`src/rtl/wts_i2s_transmitter.sv`:
```
// wts_i2s_transmitter: buffers one offset-binary stereo pair and serialises it as an I2S frame; WTS_I2S_UNDERRUN_MUTE_EN mutes on underrun instead of repeating the last pair
module wts_i2s_transmitter #(
  parameter int DATA_W   = 12,
  parameter int SLOT_W   = 16,
  parameter int BCLK_DIV = 4
) (
  input  logic              clk,
  input  logic              reset,
  input  logic              sample_valid,
  input  logic [DATA_W-1:0] left_in,
  input  logic [DATA_W-1:0] right_in,
  output logic              i2s_bclk,
  output logic              i2s_lrclk,
  output logic              i2s_sdata,
  output logic              overrun,
  output logic              underrun
);
  localparam int BW = $clog2(2*SLOT_W);
  localparam int DW = $clog2(BCLK_DIV+1);
  logic [DW-1:0]     div_cnt;
  logic [BW-1:0]     bit_cnt, bit_nxt;
  logic [DATA_W-1:0] hold_l, hold_r, frm_l, frm_r, word, sh;
  logic              hold_full, tc, fall, load, sd_nxt;
  int                p;
  function automatic logic [DATA_W-1:0] to_tc(input logic [DATA_W-1:0] x);
    return {~x[DATA_W-1], x[DATA_W-2:0]};
  endfunction
  // bclk edge detection, next bit position and the bit to shift out on the coming fall
  always_comb begin
    tc      = div_cnt == DW'(BCLK_DIV-1);
    fall    = tc && i2s_bclk;
    load    = fall && bit_cnt == BW'(2*SLOT_W-1);
    bit_nxt = (bit_cnt == BW'(2*SLOT_W-1)) ? '0 : bit_cnt + BW'(1);
    p       = (int'(bit_nxt) >= SLOT_W) ? int'(bit_nxt) - SLOT_W : int'(bit_nxt);
    word    = (int'(bit_nxt) >= SLOT_W) ? frm_r : frm_l;
    sh      = word << (p - 1);
    sd_nxt  = (p >= 1 && p <= DATA_W) ? sh[DATA_W-1] : 1'b0;
  end
  // divider, serialiser, holding buffer and frame register
  always_ff @(posedge clk or posedge reset) begin
    if (reset) begin
      div_cnt   <= '0;
      bit_cnt   <= BW'(2*SLOT_W-1);
      i2s_bclk  <= 1'b0;
      i2s_lrclk <= 1'b1;
      i2s_sdata <= 1'b0;
      overrun   <= 1'b0;
      underrun  <= 1'b0;
      hold_full <= 1'b0;
      hold_l    <= '0;
      hold_r    <= '0;
      frm_l     <= '0;
      frm_r     <= '0;
    end else begin
      div_cnt   <= tc ? '0 : div_cnt + DW'(1);
      overrun   <= sample_valid && hold_full && !load;
      underrun  <= load && !hold_full && !sample_valid;
      hold_full <= load ? (hold_full && sample_valid) : (hold_full || sample_valid);
      if (tc) i2s_bclk <= ~i2s_bclk;
      if (fall) begin
        bit_cnt   <= bit_nxt;
        i2s_lrclk <= bit_nxt >= BW'(SLOT_W);
        i2s_sdata <= sd_nxt;
      end
      if (sample_valid && !(load && !hold_full)) begin
        hold_l <= left_in;
        hold_r <= right_in;
      end
      if (load) begin
        if (hold_full) begin
          frm_l <= to_tc(hold_l);
          frm_r <= to_tc(hold_r);
        end else if (sample_valid) begin
          frm_l <= to_tc(left_in);
          frm_r <= to_tc(right_in);
        end
`ifdef WTS_I2S_UNDERRUN_MUTE_EN
        else begin
          frm_l <= '0;
          frm_r <= '0;
        end
`endif
      end
    end
  end
endmodule

```
`config.mk`:
```
export PLATFORM = sky130hd
export DESIGN_NAME = wts_i2s_transmitter
export DESIGN_NICKNAME = d
export VERILOG_FILES = /design/src/rtl/wts_i2s_transmitter.sv
export SDC_FILE = /design/constraint.sdc
export NUM_CORES = 1
export LEC_CHECK = 0
export CORE_AREA = 3 3 89 91
export CTS_CLUSTER_SIZE = 40
export DETAILED_ROUTE_END_ITERATION = 8
export DIE_AREA = 0 0 92 94
export HOLD_SLACK_MARGIN = 0.1
export PLACE_DENSITY = 0.75
export RECOVER_POWER = 25
export SYNTH_ARGS = -nofsm -noshare
export SYNTH_HDL_FRONTEND = slang
export SYNTH_SLANG_ARGS = --single-unit
```
`constraint.sdc`:
```
create_clock -name clk -period 3.4 [get_ports clk]
set_input_delay 0.68 -clock clk [delete_from_list [all_inputs] [get_ports clk]]
set_output_delay 0.68 -clock clk [all_outputs]
set_load 0.02 [all_outputs]
```
==> summary.md <==
| Metric | Value |
|---|---|
| Residual DRC | `0` |
| Worst setup path endpoint | `i2s_sdata` |
| Initial antenna violation count | `0` |
| Diodes inserted | `0` |
| Vias in the first global route | `2,141` |
| Clock skew | `0.00824 ns` |
| Pin count of the biggest net entering global routing | `47` |
| Reg-to-reg startpoint | `bit_cnt[1]` |
| Io pins | `32` |
| CTS tree | `built` |
| H-tree depth | `3` |
| Reg2Reg Setup Slack | `-0.09 ns` |
| Die Area | `0.00865 mm^2` |
| Inserted Clock Buffers | `9` |
| Antenna Violating Nets Remaining | `0` |
| Kind of critical path | `reg2reg` |
| Finished Cell Area | `0.00390 mm^2` |
| DP Wirelength | `4090 um` |
| Largest area contributor in the netlist | `dfrtp_1` |
| Post-synthesis sequential area ratio | `49.0%` |
| PortBufs | `31` |
| CP max FO | `4` |
| Worst-skew pair later-pin latency | `0.34 ns` |
| Max frequency | `286 MHz` |
| Hold_buf cts | `0` |
| Hold WS | `0.442 ns` |
| Die X | `92 um` |
| DRT iter0 DRCs | `82` |
| Num Clock Sinks | `62` |
| Root Buffer | `clkbuf_8` |
| Total number of vias | `2,095` |
| First-pass GRT wire length | `9600 um` |
| Routed WL | `5740 um` |
| Post-layout min period | `3.49 ns` |
| Site Rows | `31` |
| Final hold violations | `0` |
| GRT Total Usage | `14.4%` |
| Seq cells post-synth | `62` |
| Starting Density | `44.1%` |
| Synthesized area | `0.00318 mm^2` |
| First drt pass iteration count | `4` |
| Syn Area/Cell | `11.9 um^2` |
| Maxcap violations | `0` |
| Period utilization | `103%` |
| Unrepaired setup endpoints after global routing | `true` |
| Routed WL per cell | `13.8 um` |
| Post-DP Area | `0.00368 mm^2` |
| Synth warn | `0` |
| Reg-to-reg critical path endpoint | `i2s_sdata` |
| Outcome | `finished, violations left` |
| CP startpoint kind | `register` |
| Failing checks | `setup timing` |
| Maximum VDD drop | `0.000289 V` |
| CTS clk-pin slew, worst paths | `0.07 ns` |
| Area growth syn-to-layout | `22.6%` |
| GPL Wtd Cong | `0.810` |
| Beginning of the critical path | `bit_cnt[1]` |
| Vias per inst | `5.05` |
| Max Slew Vio Count | `0` |
| Grt ovf | `0` |
| Normalized max-slew margin | `21.6%` |
| Setup_tns | `-0.0941 ns` |
| Post-synth top area share | `44.0%` |
| Fin nets | `356` |
| Worst-Margin Slew | `1.17 ns` |
| Die Span Y | `94 um` |
| Worst setup margin | `-0.0941 ns` |
| Reg2Reg Depth | `13` |
| Top cells by area, synth | `dfrtp_1, mux2_2, mux2i_1` |
| Pwr per Cell Area | `406 mW/mm^2` |
| Final setup viols | `1` |
| Distinct cell type count after synthesis | `43` |
| Final Util | `54.1%` |
| Worst setup EP type | `register` |
| Core ar. | `0.00721 mm^2` |
| Clk buf depth | `2` |
| Crit path arrival time | `3.78 ns` |
| Worst min-delay path category | `reg2reg` |
| Fill cell count | `658` |
| Syn_nets | `311` |
| Lkg Pwr | `0.00182 uW` |
| Gate Count Post-Synth | `268` |
| Critical Path RT | `3.68 ns` |
| Share of cells above drive strength 1 | `24.7%` |
placed cells by master (no fill, tap or decap), types with 2 or more instances in the layout:
cell type / synthesis / routed
clkbuf_8: 0 / 11
dfstp_2: 6 / 6
dfrtp_1: 56 / 56
ha_4: 0 / 2
ha_1: 15 / 13
mux2i_1: 27 / 27
or4b_4: 1 / 2
clkdlybuf4s50_1: 0 / 30
clkbuf_1: 3 / 2
nor2_1: 32 / 32
mux4_2: 3 / 3
nand2_1: 10 / 10
nand3_1: 4 / 4
nand3b_1: 4 / 4
nor3_1: 3 / 3
nand4b_1: 2 / 2
mux2_2: 28 / 28
o21ai_0: 7 / 7
a21oi_1: 24 / 24
mux4_1: 2 / 2
buf_6: 1 / 2
inv_1: 8 / 7
buf_4: 0 / 14
routing by layer:
layer  GRT usage, %  vias up  routed length (um)
met4           6.44        0                  97
met2           23.0       29                2690
met3           3.85        9                 198
met5              0        -                   0
met1           18.3     1025                2750
li1               -     1032                   -
cell usage after synthesis:
| cell type | instances |
|---|---|
| dfrtp_1 | 56 |
| nor2_1 | 32 |
| mux2_2 | 28 |
| mux2i_1 | 27 |
| a21oi_1 | 24 |
| ha_1 | 15 |
| nand2_1 | 10 |
| inv_1 | 8 |
| buf_2 | 7 |
| o21ai_0 | 7 |
| dfstp_2 | 6 |
| nand3_1 | 4 |
| nand3b_1 | 4 |
| clkbuf_1 | 3 |
| mux4_2 | 3 |
| nor3_1 | 3 |
| and3_1 | 2 |
| buf_1 | 2 |
| mux4_1 | 2 |
| nand4b_1 | 2 |
| a211o_1 | 1 |
| and2_1 | 1 |
| and2b_1 | 1 |
| and2b_2 | 1 |
| buf_6 | 1 |
| fa_1 | 1 |
| maj3_1 | 1 |
| mux2i_4 | 1 |
| nand2b_1 | 1 |
| nand4_1 | 1 |
| nor2_2 | 1 |
| nor2_4 | 1 |
| nor2b_1 | 1 |
| nor4_4 | 1 |
| nor4b_1 | 1 |
| o211ai_1 | 1 |
| o21ai_2 | 1 |
| o31a_1 | 1 |
| o31ai_2 | 1 |
| or4b_1 | 1 |
| or4b_4 | 1 |
| xnor2_1 | 1 |
| xor2_1 | 1 |
cell type report:
type,instances,area [um^2],share of cell area (%)
repair buffers,47,438,11.2
clock inverters,1,30.0,0.769
flip-flops and latches,62,1560,39.9
well taps,99,124,3.17
multi-input cells,185,1560,40.1
inverters,8,30.0,0.769
clock buffers,13,159,4.07
worst min-delay path by stage:
stage                    start         end  slack [ns]  cells past startpoint
global route        div_cnt[0]  div_cnt[0]        0.46                      1
CTS                 div_cnt[0]  div_cnt[0]        0.45                      1
global placement    div_cnt[0]  div_cnt[0]        0.42                      1
detailed placement  div_cnt[0]  div_cnt[0]        0.44                      1
floorplan           div_cnt[0]  div_cnt[0]        0.41                      1
finish              div_cnt[0]  div_cnt[0]        0.44                      1
sequential cells by signal, indices dropped and copies added, names as in the netlist:
| name | flops |
|---|---|
| i2s_bclk | 1 |
| hold_full | 1 |
| frm_r | 12 |
| frm_l | 12 |
| overrun | 1 |
| div_cnt | 3 |
| bit_cnt | 5 |
| underrun | 1 |
| hold_r | 12 |
| i2s_sdata | 1 |
| hold_l | 12 |
| i2s_lrclk | 1 |
where the power goes:
part	leakage [uW]	switching (uW)	internal (uW)
Combinational	0.000986	58.0	82.9
Sequential	0.000738	22.7	786
Clock	0.0000956	265	371
Total	0.00182	346	1240
stage by stage:
stage,setup WS (ns),instances,total power (uW)
after floorplan,-0.206,268,903
after global placement,0.0705,399,960
after detailed placement,-0.0636,399,967
after CTS,-0.0533,414,1610
after global routing,-0.226,415,1650
final,-0.0941,415,1590
what timing repair did:
action / 4_1_cts / 5_1_grt
buffers inserted: 1 / 1
endpoints found under the setup margin: 1 / 1
resized for setup: 0 / 4
pin swaps: 1 / 4
gates cloned: 0 / 0
cells by family (layout without fill, tap and decap cells):
kind of cell | after synthesis | count (layout) | share of synthesized area (%)
simple gates | 69 | 69 | 11.5
flops | 62 | 62 | 49.0
mux | 61 | 61 | 22.9
compound gates | 36 | 36 | 6.33
buf+inv | 21 | 69 | 2.99
fa+ha+maj | 17 | 17 | 6.84
xor+xnor | 2 | 2 | 0.550
worst max-delay path, stage by stage (launching register included):
cell      delay (ns)
dfstp_2         0.56
ha_4            0.14
and3_4          0.20
ha_4            0.14
and2b_2         0.23
mux2i_4         0.19
nand4b_1        0.16
nand2b_1        0.18
ha_1            0.27
or4b_4          0.50
nor4_4          0.31
o211ai_1        0.15
o31ai_2         0.24
o31a_1          0.16
Power figures use the tool's default switching activity.
